**config.mk**
```make
export PLATFORM = sky130hd
export DESIGN_NAME = mem_arbiter
export DESIGN_NICKNAME = d
export VERILOG_FILES = /design/src/rtl/mem_arb_pkg.sv /design/src/rtl/rr_select.sv /design/src/rtl/mem_arbiter.sv
export SDC_FILE = /design/constraint.sdc
export NUM_CORES = 1
export LEC_CHECK = 0
export CAP_MARGIN = 5
export CORE_MARGIN = 2
export CORE_UTILIZATION = 50
export DETAILED_ROUTE_END_ITERATION = 16
export DONT_BUFFER_PORTS = 1
export MAX_ROUTING_LAYER = met4
export PLACE_DENSITY = 0.68
export SETUP_SLACK_MARGIN = 0.1
export SYNTH_ARGS = -nofsm -noshare
export SYNTH_HDL_FRONTEND = slang
export SYNTH_SLANG_ARGS = --single-unit
```
**constraint.sdc**
```tcl
create_clock -name clk -period 2 [get_ports clk]
set_input_delay 0.4 -clock clk [delete_from_list [all_inputs] [get_ports clk]]
set_output_delay 0.4 -clock clk [all_outputs]
set_load 0.03 [all_outputs]
```
**src/rtl/mem_arb_pkg.sv**
```systemverilog
// Shared types and default widths for the memory arbiter.
//   arb_state_t : arbiter FSM state (IDLE, ISSUE, WAIT)
//   ADDR_W_DEF  : default memory address width
//   DATA_W_DEF  : default memory data width
package mem_arb_pkg;

    typedef enum logic [1:0] {
        IDLE  = 2'd0,
        ISSUE = 2'd1,
        WAIT  = 2'd2
    } arb_state_t;

    localparam int ADDR_W_DEF = 24;
    localparam int DATA_W_DEF = 16;

endpackage

```
**src/rtl/rr_select.sv**
```systemverilog
// Combinational rotate-priority picker.
// Returns the first set bit of pending_i at or after ptr_i, wrapping modulo N.
//   pending_i : request vector
//   ptr_i     : index with highest priority this cycle (must be < N)
//   valid_o   : at least one bit of pending_i is set
//   idx_o     : selected index (0 when valid_o is low)
module rr_select #(
    parameter int N     = 3,
    parameter int IDX_W = (N > 1) ? $clog2(N) : 1
) (
    input  logic [N-1:0]     pending_i,
    input  logic [IDX_W-1:0] ptr_i,
    output logic             valid_o,
    output logic [IDX_W-1:0] idx_o
);

    logic [IDX_W:0]   sum;
    logic [IDX_W-1:0] cand;

    // NOTE: every variable written here gets a default first, so no path
    // through the block leaves it unassigned and no latch is inferred.
    always_comb begin
        valid_o = 1'b0;
        idx_o   = '0;
        sum     = '0;
        cand    = '0;
        // Walk from the farthest offset down to zero so the nearest pending
        // index is the last one written and therefore wins.
        for (int off = N - 1; off >= 0; off--) begin
            sum = {1'b0, ptr_i} + (IDX_W + 1)'(off);
            if (sum >= (IDX_W + 1)'(N)) begin
                sum = sum - (IDX_W + 1)'(N);
            end
            cand = sum[IDX_W-1:0];
            if (pending_i[cand]) begin
                valid_o = 1'b1;
                idx_o   = cand;
            end
        end
    end

endmodule

```
**src/rtl/mem_arbiter.sv**
```systemverilog
// Round-robin arbiter sharing one SDRAM controller between NUM_REQ requesters
// (0 = init loader, 1 = CPU, 2 = display fetch). One transaction in flight at
// a time; completion and read data are routed back to the owner, and a hung
// controller is released after TIMEOUT cycles in WAIT.
//   req_en/req_r_en/req_w_en/req_addr/req_data : requester side inputs
//   req_ack, req_cplt, req_data_out            : requester side outputs
//   mem_addr, mem_data_in, mem_r_en, mem_w_en  : to controller
//   mem_rdy, mem_cplt, mem_data_out            : from controller
//   busy, gnt_id, timeout_err                  : status
module mem_arbiter
    import mem_arb_pkg::*;
#(
    parameter int NUM_REQ    = 3,
    parameter int ADDR_WIDTH = ADDR_W_DEF,
    parameter int DATA_WIDTH = DATA_W_DEF,
    parameter int TIMEOUT    = 1024,
    localparam int IDX_W     = (NUM_REQ > 1) ? $clog2(NUM_REQ) : 1,
    localparam int CNT_W     = $clog2(TIMEOUT)
) (
    input  logic                          clk,
    input  logic                          rst_n,
    input  logic [NUM_REQ-1:0]            req_en,
    input  logic [NUM_REQ-1:0]            req_r_en,
    input  logic [NUM_REQ-1:0]            req_w_en,
    input  logic [NUM_REQ*ADDR_WIDTH-1:0] req_addr,
    input  logic [NUM_REQ*DATA_WIDTH-1:0] req_data,
    output logic [NUM_REQ-1:0]            req_ack,
    output logic [NUM_REQ-1:0]            req_cplt,
    output logic [DATA_WIDTH-1:0]         req_data_out,
    output logic [ADDR_WIDTH-1:0]         mem_addr,
    output logic [DATA_WIDTH-1:0]         mem_data_in,
    output logic                          mem_r_en,
    output logic                          mem_w_en,
    input  logic                          mem_rdy,
    input  logic                          mem_cplt,
    input  logic [DATA_WIDTH-1:0]         mem_data_out,
    output logic                          busy,
    output logic [IDX_W-1:0]              gnt_id,
    output logic                          timeout_err
);

    localparam logic [IDX_W-1:0] LAST_IDX = IDX_W'(NUM_REQ - 1);
    localparam logic [CNT_W-1:0] CNT_MAX  = CNT_W'(TIMEOUT - 1);

    arb_state_t            state_q, state_d;
    logic [IDX_W-1:0]      gnt_q, gnt_d;
    logic [IDX_W-1:0]      rr_ptr_q, rr_ptr_d;
    logic [ADDR_WIDTH-1:0] addr_q, addr_d;
    logic [DATA_WIDTH-1:0] wdata_q, wdata_d;
    logic                  is_wr_q, is_wr_d;
    logic [CNT_W-1:0]      cnt_q, cnt_d;

    logic [NUM_REQ-1:0]    pending;
    logic                  sel_valid;
    logic [IDX_W-1:0]      sel_idx;
    logic [NUM_REQ-1:0]    gnt_onehot;
    logic                  in_wait;
    logic                  cnt_expired;

    assign pending = req_en & (req_r_en | req_w_en);

    rr_select #(
        .N     (NUM_REQ),
        .IDX_W (IDX_W)
    ) u_rr_select (
        .pending_i (pending),
        .ptr_i     (rr_ptr_q),
        .valid_o   (sel_valid),
        .idx_o     (sel_idx)
    );

    assign in_wait     = (state_q == WAIT);
    assign cnt_expired = in_wait && (cnt_q == CNT_MAX);

    always_comb begin
        state_d  = state_q;
        gnt_d    = gnt_q;
        rr_ptr_d = rr_ptr_q;
        addr_d   = addr_q;
        wdata_d  = wdata_q;
        is_wr_d  = is_wr_q;
        cnt_d    = '0;
        case (state_q)
            IDLE: begin
                if (mem_rdy && sel_valid) begin
                    gnt_d   = sel_idx;
                    addr_d  = req_addr[int'(sel_idx) * ADDR_WIDTH +: ADDR_WIDTH];
                    wdata_d = req_data[int'(sel_idx) * DATA_WIDTH +: DATA_WIDTH];
                    // A simultaneous read and write request is treated as a write.
                    is_wr_d = req_w_en[sel_idx];
                    state_d = ISSUE;
                end
            end
            ISSUE: begin
                rr_ptr_d = (gnt_q == LAST_IDX) ? '0 : gnt_q + 1'b1;
                state_d  = WAIT;
            end
            WAIT: begin
                cnt_d = cnt_q + 1'b1;
                if (mem_cplt || cnt_expired) begin
                    state_d = IDLE;
                end
            end
            default: state_d = IDLE;
        endcase
    end

    // NOTE: state registers use non-blocking assignments so every flop samples
    // the pre-edge value of every other flop, independent of statement order.
    always_ff @(posedge clk or negedge rst_n) begin
        if (!rst_n) begin
            state_q  <= IDLE;
            gnt_q    <= '0;
            rr_ptr_q <= '0;
            addr_q   <= '0;
            wdata_q  <= '0;
            is_wr_q  <= 1'b0;
            cnt_q    <= '0;
        end else begin
            state_q  <= state_d;
            gnt_q    <= gnt_d;
            rr_ptr_q <= rr_ptr_d;
            addr_q   <= addr_d;
            wdata_q  <= wdata_d;
            is_wr_q  <= is_wr_d;
            cnt_q    <= cnt_d;
        end
    end

    // Strobes, ack and completion are decoded straight from state so they
    // line up with the ISSUE/WAIT cycles without an extra register stage.
    assign gnt_onehot   = NUM_REQ'(1) << gnt_q;
    assign busy         = (state_q != IDLE);
    assign mem_r_en     = (state_q == ISSUE) && !is_wr_q;
    assign mem_w_en     = (state_q == ISSUE) && is_wr_q;
    assign req_ack      = (state_q == ISSUE) ? gnt_onehot : '0;
    // A completion arriving on the last allowed cycle beats the timeout.
    assign timeout_err  = cnt_expired && !mem_cplt;
    assign req_cplt     = (in_wait && (mem_cplt || cnt_expired)) ? gnt_onehot : '0;
    assign req_data_out = (in_wait && !timeout_err) ? mem_data_out : '0;
    assign mem_addr     = addr_q;
    assign mem_data_in  = wdata_q;
    assign gnt_id       = gnt_q;

endmodule
```
==> results of run 1 <==
## power groups by stage
stage	Sequential, uW	Clock (uW)	Combinational (uW)
3_3_place_gp	2910	0	4500
3_5_place_dp	2920	0	4590
5_1_grt	2980	1080	7330
6_report	2920	1020	7020
2_1_floorplan	2810	0	3510
4_1_cts	2900	1010	6390
## routing by layer
metal / vias to the layer above / track usage [%]
met2: 252 / 60.4
li1: 1772 / -
met1: 2075 / 41.1
met5: - / -
met4: 0 / 17.3
met3: 59 / 8.95
## state kept, by name, indices dropped and copies added (netlist names)
signal / count
cnt_q: 10
rr_ptr_q: 2
mem_addr: 24
is_wr_q: 1
gnt_id: 2
state_q: 2
mem_data_in: 16
## path summary, 6_finish.rpt
check / startpoint / endpoint / slack [ps] / cells past startpoint
worst max-delay path: rr_ptr_q[0] / mem_data_in[3] / -300 / 9
worst min-delay path: mem_cplt / state_q[1] / 260 / 3
worst max register to register: rr_ptr_q[0] / mem_data_in[3] / -300 / 9
worst min register to register: cnt_q[0] / cnt_q[0] / 490 / 1
max in group asynchronous: rst_n / mem_data_in[11] / 1150 / 2
min in group asynchronous: rst_n / mem_addr[21] / 570 / 2
## final cells by class
class | instances | area, um2
clock inverters | 5 | 30.0
fillers | 485 | 1760
multi-input cells | 305 | 2930
repair buffers | 92 | 1240
inverters | 7 | 26.3
clock buffers | 11 | 151
well taps | 102 | 128
flip-flops and latches | 57 | 1430
## kinds of logic (layout without fill, tap and decap cells)
kind of cell | count (synthesis) | count (layout) | synth area share, %
AO/OA/AOI/OAI | 144 | 145 | 26.3
AND/OR/NAND/NOR | 106 | 106 | 15.5
buffers and inverters | 59 | 115 | 6.92
flip-flops | 57 | 57 | 36.2
multiplexers | 42 | 42 | 12.0
XOR/XNOR | 7 | 7 | 1.56
adder cells (fa/ha/maj) | 5 | 5 | 1.46
## through the flow
stage / util [%] / instance area, um2 / cells / power [uW]
after floorplan: - / 4060 / 420 / 6320
after global placement: 57.0 / 4390 / 520 / 7420
after detailed placement: 57.0 / 4390 / 520 / 7510
after CTS: 74.1 / 5700 / 575 / 10300
after global routing: 77.2 / 5930 / 579 / 11400
final: 77.2 / 5930 / 579 / 11000
## synthesized netlist by cell type, types with 3 or more instances
cell,number,area [um2]
inv_1,7,26.3
nor3_1,6,30.0
o211ai_1,40,300
o31ai_1,40,300
nand4_1,5,31.3
ha_1,3,37.5
clkbuf_1,36,135
buf_6,5,56.3
and3_1,3,18.8
a21o_1,3,22.5
nor2_1,18,67.6
o21ai_0,6,30.0
buf_2,11,55.1
mux2_2,42,473
dfrtp_1,57,1430
nand3_1,3,15.0
a31oi_1,40,250
nand2b_1,4,25.0
nand2_1,3,11.3
and2_1,16,100
xor2_1,5,43.8
a21oi_1,3,15.0
nor4_1,40,250
## worst min-delay path: cells and delay by family
| family | cells | cell delay (ps) |
|---|---|---|
| buffers and inverters | 1 | 30 |
| and+or+nand+nor | 1 | 50 |
| AOI/OAI and AO/OA | 1 | 70 |
## timing repair
action | 4_1_cts | 5_1_grt
buffers inserted | 23 | 5
hold buffers | 2 | 0
pin swaps | 39 | 10
resized for setup | 117 | 41
gates cloned | 14 | 0
hold endpoints to repair | 57 | 0
setup endpoints to repair | 64 | 65
==> reports/qor.txt, run 1 <==
Slew of the pin with the lowest slew margin - 622 ps
Status - finished with violations
Final period utilization - 115%
Top FF cell, synth - dfrtp_1
Slowest cell delay on critical path - 410 ps
DRC Markers - 0
Die area - 0.00860 mm2
Worst EP required - 2230 ps
Synth cell types - 43
Reg clk slew, reported paths - 70 ps
Initial antenna violation count - 0
Uppermost layer routed - met4
Fin crit period - 2300 ps
Largest net degree at the start of global routing - 58
Antenna Cells - 0
Yosys reg bits - 57
Yosys warns - 0
Synthesized cell area - 0.00394 mm2
Most used cell, CP - buf_12
Reg power frac - 26.7%
Gate count after technology mapping - 420
Cells along the critical path - buf_6, ha_4, and3_4, a211o_4, buf_12, buf_12, o31ai_4, a31oi_4, mux2_4
Leakage power - 0.00221 uW
Worst vdd ir - 1.05 mV
Largest delay contributor family on the critical path - compound AO/OA/AOI/OAI gates
Critical path class - flop to flop
Sequential area share after synthesis - 36.2%
Cts bufs inserted - 9
Gr usage total - 36.3%
Vias per std cell - 7.18
Max-Cap Viols - 0
Root buf cell - clkbuf_8
Core outline area - 0.00769 mm2
Hold Crit Class - input port to flop
RSZ-0062 raised after global routing - true
Clk pwr share - 9.3%
Vias - 4158
Arr. time, crit path - 2520 ps
Pwr dens - 1850 mW/mm2
Post-Syn Nets - 572
Max Root-Sink Buffers - 2
DR WL met2 - 7900 um
Area Growth Syn to Fin - 50.6%
CP bufs+invs - 3
Final hold vios - 0
Setup ws final - -297 ps
Routed WL - 15700 um
Vias in the first global route - 4230
Layout cells sized above 1 - 53.0%
Synth Area per Inst - 9.38 um2
Met1 Wirelength - 5720 um
Final setup fails - 63
Async set or reset register ratio after synthesis - 100%
Port buffer count - 0
Relative max-transition margin - 58.2%
Switching power - 5540 uW
Clock Latency Late Sink - 350 ps
Pre-CTS WS - -158 ps
Commonest non-fill, non-tap cells in the layout - dfrtp_1, buf_4, o211ai_1
Metal3 WL - 1420 um
Number of synthesized flops with an enable pin - 0
Number of clock sinks - 57
ANT nets after route - 0
Ports - 217
DR pass1 iterations - 4
Initial Util - 51.2%
TritonCTS clock tree - built
Crit end category - flop
Switch share - 50.5%
Failing checks - negative setup slack
Global-route wire length before repair - 23100 um
CP max stage cell - dfrtp_1
Gpl congestion - 0.905
Slew Limit Fails - 0
H-tree depth - 3
Leading cell type in the layout, fill and taps excluded - dfrtp_1
Worst Path Max Fanout - 9
Num rows - 32
Sum Neg Setup Slack - -14590 ps
Fin Hold WS - 264 ps
Remaining global-route overflow - 0
Die Wd - 92.8 um
DPL Wire Length - 8480 um
Worst Setup Start Kind - flop
Logic pwr share - 64.1%
DIE HEIGHT - 92.8 um
1st-iter DRT viols - 201
Per-cell routed wire length - 27.1 um
Pint - 5420 uW
Fmax - 435 MHz
Final Skew - 8.42 ps
Nets - 624
Note: power is estimated with default switching activity, not from simulation.
==> inputs of run 2 (changes only) <==
--- a/config.mk
+++ b/config.mk
@@ -13,6 +13,7 @@
 export MAX_ROUTING_LAYER = met4
 export PLACE_DENSITY = 0.68
 export SETUP_SLACK_MARGIN = 0.1
+export SLEW_MARGIN = 20
 export SYNTH_ARGS = -nofsm -noshare
 export SYNTH_HDL_FRONTEND = slang
 export SYNTH_SLANG_ARGS = --single-unit
==> results of run 2 <==
Same layout as run 1: the final DEF is identical, and so are final timing and power.
==> inputs of run 3 (changes only) <==
--- a/config.mk
+++ b/config.mk
@@ -10,6 +10,7 @@
 export CORE_UTILIZATION = 50
 export DETAILED_ROUTE_END_ITERATION = 16
 export DONT_BUFFER_PORTS = 1
+export GPL_TIMING_DRIVEN = 0
 export MAX_ROUTING_LAYER = met4
 export PLACE_DENSITY = 0.68
 export SETUP_SLACK_MARGIN = 0.1
==> reports/qor.txt, run 3 (synthesis gave the netlist of run 1 again) <==
Status - finished with violations
Failing checks - negative setup slack
GR Util met2 - 51.0% (-9.4 points)
Relative max-transition margin - 37.8% (-20 points)
Commonest non-fill, non-tap cells in the layout - dfrtp_1, o211ai_1, a31oi_4
Clk pwr share - 11.1% (+1.8 points)
Area Growth Syn to Fin - 61.2%
Switch share - 50.5% (-0.066 points)
Routed WL - 15300 um (-2.5%)
Core outline area - 0.00769 mm2 (unchanged)
Reg clk slew, reported paths - 70 ps (about the same)
1st-iter DRT viols - 186 (-7.5%)
Number of clock sinks - 57 (unchanged)
Post-Place Cells - 522 (+0.38%)
Slew of the pin with the lowest slew margin - 933 ps (+311 ps)
Leakage power - 0.00216 uW (-2.3%)
Reg power frac - 24.8% (-1.9 points)
Clock Latency Late Sink - 340 ps (about the same)
Pint - 6010 uW (+11%)
Antenna Cells - 0 (unchanged)
Hold Crit Class - input port to flop
Vias per std cell - 7.26 (+1.1%)
Most Used Layer, Global Route - met2
Die area - 0.00860 mm2 (unchanged)
Logic pwr share - 64.2% (about the same)
Die Wd - 92.8 um (unchanged)
Arr. time, crit path - 2630 ps (+110 ps)
Worst Setup Start Kind - flop
Slew Limit Fails - 0 (unchanged)
Vias - 4093 (-1.6%)
Max-Cap Viols - 0 (unchanged)
Largest delay contributor family on the critical path - simple AND/OR/NAND/NOR gates
Switching power - 6120 uW (+11%)
Sum Neg Setup Slack - -16450 ps (-1860 ps)
DPL Wire Length - 8660 um (+2.1%)
Placed inst area - 0.00419 mm2 (-4.5%)
Largest net degree at the start of global routing - 58 (unchanged)
Remaining global-route overflow - 0 (unchanged)
Global-route wire length before repair - 20700 um (-10%)
Fin Hold WS - 262 ps (-2.22 ps)
Multi-input gate area - 0.00370 mm2 (+26%)
Power consumption - 12100 uW (+11%)
Final non-filler cell total - 564 (-2.6%)
DR pass1 iterations - 4 (unchanged)
TritonCTS clock tree - built
Register area - 0.00143 mm2 (+0.35%)
Fillers - 391 (-19%)
Worst Path Max Fanout - 10 (+1)
Max FFs per register - 24 (unchanged)
Crit end category - flop
Pwr dens - 1910 mW/mm2 (+3.4%)
Fin crit period - 2360 ps (+63.2 ps)
Initial antenna violation count - 0 (unchanged)
R2R Setup Slk - -360 ps (-60 ps)
Layout cells sized above 1 - 59.1% (+6.1 points)
Ports - 217 (unchanged)
H-tree depth - 3 (unchanged)
Leading cell type in the layout, fill and taps excluded - dfrtp_1
Slowest cell delay on critical path - 450 ps (+40 ps)
Cells along the critical path - inv_2, ha_4, and3_4, or2_1, buf_6, or3_4, buf_12, buf_12, a31oi_4, mux2_4
Layout Cell Area excl Fill - 0.00635 mm2 (+7.0%)
ANT nets after route - 0 (unchanged)
Most used cell, CP - buf_12
Final period utilization - 118% (+3.2 points)
Cts bufs inserted - 9 (unchanged)
Met3 usage - 7.24% (-1.7 points)
RSZ-0062 raised after global routing - true
Gpl congestion - 0.816 (-9.9%)
Num rows - 32 (unchanged)
Fmax - 424 MHz (-2.7%)
Routing usage on met1 - 39.2% (-1.9 points)
Port buffer count - 0 (unchanged)
DRC Markers - 0 (unchanged)
Nets - 609 (-2.4%)
Vias in the first global route - 4001 (-5.4%)
Root buf cell - clkbuf_8
Initial Util - 51.2% (unchanged)
Per-cell routed wire length - 27.1 um (+0.14%)
CP max stage cell - dfrtp_2
Gr usage total - 31.7% (-4.5 points)
DIE HEIGHT - 92.8 um (unchanged)
Final hold vios - 0 (unchanged)
CP bufs+invs - 4 (+1)
Max Root-Sink Buffers - 2 (unchanged)
Critical path class - flop to flop
Setup ws final - -361 ps (-63.2 ps)
Final Skew - 13.5 ps (+5.07 ps)
Worst EP required - 2270 ps (+40 ps)
Final setup fails - 63 (unchanged)
Worst vdd ir - 1.14 mV (+8.0%)
==> run 3: cell types whose count changed in the layout (fill, tap and decap cells not counted), moves of 11 or more <==
cell      before  now
o31ai_2       29   10
a31oi_1       30    8
mux2_2        31   15
clkbuf_4       0   11
o31ai_4        5   25
clkbuf_1       0   11
buf_16        13    1
buf_6         19    8
nor4_2         8   19
buf_4         41   19
mux2_4        11   27
nor4_4         0   11
nor4_1        32   10
a31oi_4        6   28
==> run 3: worst paths after layout <==
| check | start | to | depth (start not counted) |
|---|---|---|---|
| worst max-delay path | rr_ptr_q[0] | mem_addr[16] | 10 |
| worst min-delay path | mem_rdy | is_wr_q | 2 |
| worst max register to register | rr_ptr_q[0] | mem_addr[16] | 10 |
| worst min register to register | cnt_q[0] | cnt_q[0] | 1 |
| max in group asynchronous | rst_n | rr_ptr_q[0] | 2 |
| min in group asynchronous | rst_n | mem_data_in[1] | 2 |
==> run 3: routing by layer <==
layer	routed length [um]	up-vias
met2	7600	257
met5	0	-
met4	537	0
li1	-	1740
met3	1260	59
met1	5890	2037
==> run 3: area by class of cell <==
type	count	area share, %
plain buffers	52	8.06
clock buffers	11	2.23
clock inverters	5	1.62
inverters	7	0.414
multi-input cells	304	58.2
flip-flops and latches	57	22.5
well taps	102	2.01
repair buffers	26	4.91
==> run 3: repair_timing <==
action | in CTS | in global routing
resized for setup | 170 | 135
gates cloned | 3 | 1
pin swaps | 28 | 12
endpoints found under the setup margin | 67 | 67
buffers inserted | 17 | 4
hold buffers | 2 | 0
endpoints found under the hold margin | 57 | 0
==> run 3: per-stage QoR <==
step,util (%),setup slack [ps]
floorplan,-,-43.9
global placement,54.5,-554
detailed placement,54.5,-648
CTS,72.0,-264
global route,82.6,-418
finish,82.6,-361
==> run 3: power groups by stage <==
stage	clock network [uW]	logic [uW]	registers, uW
6_report	1340	7780	3010
3_3_place_gp	0	4230	2950
3_5_place_dp	0	4340	2960
2_1_floorplan	0	3510	2810
5_1_grt	1410	8120	3050
4_1_cts	1340	6210	2980
==> run 3: worst register-to-register path: stages, from the launching register on <==
cell and delay, ps:
dfrtp_2 450, inv_2 90, ha_4 220, and3_4 170, or2_1 220, buf_6 150
or3_4 340, buf_12 160, buf_12 160, a31oi_4 170, mux2_4 180
